`config.mk`:
```
export PLATFORM = sky130hd
export DESIGN_NAME = cpu_alu_sequencer
export DESIGN_NICKNAME = d
export VERILOG_FILES = /design/src/rtl/cpu_alu_sequencer.sv
export SDC_FILE = /design/constraint.sdc
export NUM_CORES = 1
export LEC_CHECK = 0
export ABC_CLOCK_PERIOD_IN_PS = 2850
export BUFFER_PORTS_ARGS = -buffer_cell sky130_fd_sc_hd__buf_2
export CAP_MARGIN = 20
export CORE_AREA = 2 2 85 87
export CTS_CLUSTER_DIAMETER = 150
export DETAILED_ROUTE_END_ITERATION = 7
export DIE_AREA = 0 0 87 89
export GPL_TIMING_DRIVEN = 0
export PLACE_DENSITY = 0.49
export SLEW_MARGIN = 20
export SYNTH_ARGS = -nofsm -noshare
export SYNTH_HDL_FRONTEND = slang
export SYNTH_SLANG_ARGS = --single-unit
export TNS_END_PERCENT = 100
```
`constraint.sdc`:
```
create_clock -name clk -period 2.85 [get_ports clk]
set_clock_uncertainty 0.1 [all_clocks]
set_input_delay 0.4275 -clock clk [delete_from_list [all_inputs] [get_ports clk]]
set_output_delay 0.4275 -clock clk [all_outputs]
set_load 0.02 [all_outputs]
```
`src/rtl/cpu_alu_sequencer.sv`:
```
// Sequences the 6502 combinational ALU: one request in, k ALU cycles, one result out.
// Optional N/Z result flags are built when CPU_ALU_SEQ_FLAGS_EN is defined.
module cpu_alu_sequencer (
  input  logic       clk,
  input  logic       rst_n,
  input  logic       req_valid,
  output logic       req_ready,
  input  logic [2:0] req_op,
  input  logic [7:0] req_a,
  input  logic [7:0] req_b,
  input  logic [3:0] req_cnt,
  output logic       alu_add,
  output logic       alu_sub,
  output logic       alu_or,
  output logic       alu_and,
  output logic       alu_eor,
  output logic       alu_inc_a,
  output logic [7:0] alu_a,
  output logic [7:0] alu_b,
  input  logic [7:0] alu_out,
  output logic       res_valid,
  input  logic       res_ready,
  output logic [7:0] res_data,
  output logic       res_n,
  output logic       res_z
);

  typedef enum logic [1:0] {IDLE, EXEC, DONE} state_t;

  state_t     state_reg, state_next;
  logic [3:0] cnt_reg, cnt_next;
  logic [7:0] a_reg, a_next;
  logic [7:0] b_reg, b_next;
  logic [7:0] res_data_reg, res_data_next;
  logic [5:0] sel_reg, sel_next;
  logic [5:0] sel_dec;
  logic       last_exec;

  // Select bit gi corresponds to opcode gi+1 (ADD..INC); PASS and 7 decode to none.
  genvar gi;
  generate
    for (gi = 0; gi < 6; gi++) begin : g_sel_dec
      assign sel_dec[gi] = (req_op == 3'(gi + 1));
    end
  endgenerate

  assign last_exec = (state_reg == EXEC) && (cnt_reg == 4'd1);

  always_ff @(posedge clk or negedge rst_n) begin
    if (!rst_n) begin
      state_reg    <= IDLE;
      cnt_reg      <= 4'd0;
      a_reg        <= 8'd0;
      b_reg        <= 8'd0;
      res_data_reg <= 8'd0;
      sel_reg      <= 6'd0;
    end else begin
      state_reg    <= state_next;
      cnt_reg      <= cnt_next;
      a_reg        <= a_next;
      b_reg        <= b_next;
      res_data_reg <= res_data_next;
      sel_reg      <= sel_next;
    end
  end

  always_comb begin
    state_next    = state_reg;
    cnt_next      = cnt_reg;
    a_next        = a_reg;
    b_next        = b_reg;
    res_data_next = res_data_reg;
    sel_next      = sel_reg;
    case (state_reg)
      IDLE: begin
        if (req_valid) begin
          a_next     = req_a;
          b_next     = req_b;
          cnt_next   = (req_op == 3'd6 && req_cnt != 4'd0) ? req_cnt : 4'd1;
          sel_next   = sel_dec;
          state_next = EXEC;
        end
      end
      EXEC: begin
        // Feed the result back so repeated INC walks alu_a forward.
        a_next   = alu_out;
        cnt_next = cnt_reg - 4'd1;
        if (cnt_reg == 4'd1) begin
          res_data_next = alu_out;
          sel_next      = 6'd0;
          state_next    = DONE;
        end
      end
      DONE: begin
        if (res_ready) state_next = IDLE;
      end
      default: state_next = IDLE;
    endcase
  end

`ifdef CPU_ALU_SEQ_FLAGS_EN
  logic res_n_reg, res_z_reg;

  always_ff @(posedge clk or negedge rst_n) begin
    if (!rst_n) begin
      res_n_reg <= 1'b0;
      res_z_reg <= 1'b0;
    end else if (last_exec) begin
      res_n_reg <= alu_out[7];
      res_z_reg <= (alu_out == 8'd0);
    end
  end

  assign res_n = res_n_reg;
  assign res_z = res_z_reg;
`else
  logic unused_last_exec;
  assign unused_last_exec = last_exec;
  assign res_n = 1'b0;
  assign res_z = 1'b0;
`endif

  // Gated by rst_n so the handshake stays closed while reset is held.
  assign req_ready = (state_reg == IDLE) && rst_n;
  assign res_valid = (state_reg == DONE);
  assign res_data  = res_data_reg;
  assign alu_a     = a_reg;
  assign alu_b     = b_reg;
  assign {alu_inc_a, alu_eor, alu_and, alu_or, alu_sub, alu_add} = sel_reg;

endmodule

```
# --- Yosys cells after proc, flatten, opt, wreduce, memory -nomap -nowiden ---
# Index checks and enable logic that the tools add are counted.
totals:
  register_bits: 36
  inputBits: 35
op_classes:
  muxes: 12
  n_eq_ne: 12
  n_reduce_logical: 10
  addsub: 1
ops:
  columns: ["operator", "count"]
  rows:
  - ["8-bit case mux with 2 select lines", 1]
  - ["6-bit 2-to-1 mux", 2]
  - ["6-bit case mux with 2 select lines", 1]
  - ["3-bit == test, second input constant", 3]
  - ["4-bit 2-to-1 mux", 2]
  - ["8-bit 2-to-1 mux", 1]
  - ["4-bit case mux with 2 select lines", 1]
  - ["3-bit by 2-bit == test with 1-bit output, second input constant", 2]
  - ["2-bit 2-to-1 mux", 3]
  - ["2-bit case mux with 3 select lines", 1]
  - ["2-bit AND reduction", 3]
  - ["3-bit AND reduction", 2]
  - ["4-bit by 1-bit == test with 1-bit output, second input constant", 1]
  - ["2-bit by 1-bit != test with 1-bit output, second input constant", 2]
  - ["4-bit nonzero test", 1]
  - ["4-bit by 1-bit subtractor with 4-bit output, second input constant", 1]
  - ["3-bit by 1-bit == test with 1-bit output, second input constant", 1]
  - ["2-bit by 1-bit == test with 1-bit output, second input constant", 1]
  - ["2-bit == test, second input constant", 1]
  - ["1-bit logical AND", 2]
  - ["2-bit zero test", 1]
  - ["2-bit != test, second input constant", 1]
  - ["2-bit nonzero test", 1]

# --- Depth between registers and ports, before layout ---
depth:
  word_depth: 5
  depth_mapped: 6

# --- Least setup slack after synthesis ---
# Ideal clock, no wire load.
synth_timing:
  kind: "register to register"
  start: "register cnt_reg[1]"
  end: "register res_data_reg[1] (netlist: res_data[1])"
  path_stages_with_launch: 7
  period_less_slack_ps: 1555
  path_slack_ps: 1295
  arrival_ps: 1330
  path_buffers: 1
  path_cell_list: "dfrtp_1 inv_1 ha_1 nor3b_1 nand2_1 buf_2 mux2_2"
synth_between:
  elab_chain_cells: 2
synth_lines:
  columns: ["item", "line_no", "rtl"]
  rows:
  - ["from (decl)", "31", "logic [3:0] cnt_reg, cnt_next;"]
  - ["from (signal assigned)", "59", "cnt_reg <= cnt_next;"]
  - ["4-bit by 1-bit == test with 1-bit output", "88", "if (cnt_reg == 4'd1) begin"]
  - ["2-bit AND reduction (no line)", null, null]
  - ["to (signal assigned)", "62", "res_data_reg <= res_data_next;"]
  - ["to (decl)", "34", "logic [7:0] res_data_reg, res_data_next;"]
# No other way between the ends.
# A chain may end at the register's enable or synchronous reset.

# --- Final worst setup path ---
layout_timing:
  start: "input port rst_n"
  end: "output port req_ready"
layout_between:
  elab_chain_cells: 1
layout_lines:
  columns: ["item", "line_no", "rtl"]
  rows:
  - ["from (decl)", "5", "input logic rst_n,"]
  - ["1-bit logical AND", "124", "assign req_ready = (state_reg == IDLE) && rst_n;"]
  - ["to (decl)", "7", "output logic req_ready,"]
# No other way between the ends.

==> reports/qor.yml <==
die:
  rows: 30
  fp.dieW_um: 87
  start_util_pct: 24.6
  fp.dieH_um: 89
  fp.dieArea_um2: 7740
  ios: 69
  core_area_um2: 6720
timing:
  finalCritPeriodShare_pct: 74.0
  fmax_mhz: 474
  rsz0062_at_grt: "false"
  period_needed_ps: 2110
  slew_headroom_pct: 44.0
  slew_violations: 0
  setup_violations: 0
  worst_slew_pin_slew_ps: 839
  hold_viol: 0
  tns_ps: 0
clocking:
  clock-sinks: 36
  h-tree-depth: 2
  cts_hold_buffers: 0
  post_cts_resized: 0
  post_cts_buffers: 0
  tritoncts: "built"
  insertion_delay_ps: 290
  clk_path_buf_depth: 2
  cts_root_buf: "clkbuf_8"
  path_clk_slew_ps: 70
  numCtsBuffers: 5
drt:
  via_per_inst: 4.48
  antenna_left: 0
  dr.pass1.iters: 4
  wl_per_cell_um: 14.0
  drc_errors: 0
  routed_wl_mm: 4.46
  drt_iter0_markers: 102
  num_vias: 1429
synth:
  async_reset_ff_share_pct: 100
  synth_cells: 164
  netlist_area_um2: 1650
  synth_top_area_cell: "dfrtp_1"
  synth_top_cell_area_share_pct: 54.5
  synth-seq-cells: 36
  ys_types: 37
  synthFlopType: "dfrtp_1"
  yosysMostFrequentCell: "nand2_1"
  synthTopCellsByCount: "nand2_1, dfrtp_1, nor2_1"
  synth_edf_count: 0
  ys_warn_count: 0
  syn_avg_cell_area_um2: 10.1
  ys_seq_area_share_pct: 54.5
  synth.area.top_cells: "dfrtp_1, nand2_1, mux2_2"
placed_design:
  gp_congestion: 0.758
  hpwl_mm: 3.18
  port_buffers: 66
outcome:
  status: "completed"
worst_setup_path:
  crit_path_end_kind: "primary output"
  crit_required_ps: 2320
  reg2reg_depth: 6
  cp_max_fo: 37
  reg2reg_setup_slack_ps: 1040
  worstSetupPathType: "input port to primary output"
  setup.worst_path.start_class: "input port"
  rr_endpoint: "res_data[7]"
  r2r-start: "cnt_reg[1]"
  cp.arrival_ps: 1580
final_layout:
  fin_util_pct: 32.4
  final_nets: 275
  antenna_cells: 0
  drive_gt1_share_pct: 39.7
  area.growth.synth_to_final_pct: 31.5
global_route:
  grt-ovfl-total: 0
  grtUsageTotal_pct: 12.8
  grt_pass1_wl_mm: 7.45
  antenna_found_initial: 0
  grt_max_degree: 38
  grt_pass1_vias: 1479
pwr:
  ir_drop_mv: 0.446
  power.density_nw_per_um2: 1160
  power_leakage_nw: 1.10
flow_run:
  maxCapViolCount: 0
worst_hold_path:
  worst_hold_path_type: "input port to async pin"
## per-stage QoR
stage | worst slack [ps] | hold WS, ps | total power [mW] | std cells | cell area [um^2]
3_3_place_gp | 617 | 353 | 2.17 | 311 | 2090
3_5_place_dp | 638 | 361 | 2.19 | 311 | 2090
5_1_grt | 543 | 205 | 2.76 | 319 | 2180
4_1_cts | 633 | 183 | 2.57 | 319 | 2180
2_1_floorplan | 1300 | 31.9 | 1.74 | 165 | 1660
6_report | 741 | 144 | 2.52 | 319 | 2180
## final cells by class
| type | count | area [um^2] |
|---|---|---|
| inverters | 3 | 11.3 |
| clock buffers | 5 | 68.8 |
| fillers | 695 | 4540 |
| clock inverters | 3 | 18.8 |
| multi-input cells | 116 | 679 |
| plain buffers | 10 | 66.3 |
| flip-flops and latches | 36 | 901 |
| repair buffers | 66 | 330 |
| well taps | 80 | 100 |
## cell usage in the layout (no fill, tap or decap), drive strengths merged
| master | netlist | layout |
|---|---|---|
| and2 | 1 | 1 |
| o21ba | 1 | 1 |
| and3b | 1 | 1 |
| nand4b | 2 | 2 |
| clkbuf | 1 | 6 |
| or3b | 1 | 1 |
| a31o | 4 | 4 |
| nor4b | 3 | 3 |
| nand3b | 1 | 1 |
| a21oi | 1 | 1 |
| nor2 | 11 | 11 |
| and2b | 1 | 1 |
| a311oi | 2 | 2 |
| nor4 | 1 | 1 |
| dfrtp | 36 | 36 |
| nand2 | 45 | 45 |
| a31oi | 8 | 8 |
| ha | 2 | 2 |
| conb | 1 | 2 |
| nor3 | 2 | 2 |
| a211oi | 2 | 2 |
| o22ai | 1 | 1 |
| clkinv | 0 | 3 |
| o41ai | 1 | 1 |
| buf | 9 | 75 |
| nand2b | 2 | 2 |
| nor3b | 3 | 3 |
| a221oi | 1 | 1 |
| inv | 3 | 3 |
| and3 | 1 | 1 |
| o21ai | 5 | 5 |
| o22a | 1 | 1 |
| nand3 | 2 | 2 |
| mux2 | 8 | 8 |
## how the worst max path moves through the flow
stage | start | to | cells past startpoint
after floorplan | cnt_reg[1] | res_data[1] | 6
after global placement | rst_n | req_ready | 3
after detailed placement | rst_n | req_ready | 3
after CTS | rst_n | req_ready | 3
after global routing | rst_n | req_ready | 3
final | rst_n | req_ready | 3
## worst max-delay path, stage by stage
cell,delay [ps]
buf_2,630
nor3b_1,290
buf_2,200
## per-layer routing
| metal | GRT usage (%) | vias to the layer above | share of wire [%] |
|---|---|---|---|
| met5 | 0 | - | 0 |
| met1 | 15.4 | 663 | 44 |
| met2 | 21.5 | 53 | 49 |
| met3 | 4.89 | 2 | 6.7 |
| met4 | 3.41 | 0 | 0.47 |
| li1 | - | 711 | - |
## power breakdown
group	internal (mW)	total [mW]	switching [mW]
registers	0.754	0.888	0.134
clock network	0.171	0.366	0.195
logic	0.476	1.27	0.796
## logic make-up (layout without fill, tap and decap cells)
kind of cell,count (synthesis),count (layout),share of synthesized area [%]
compound gates,27,27,11.5
fa+ha+maj,2,2,1.51
buf+inv,13,87,4.69
flops,36,36,54.5
mux,8,8,5.45
other cells,1,2,0.227
simple gates,77,77,22.2
No activity file was read; power rests on OpenSTA's default activity.
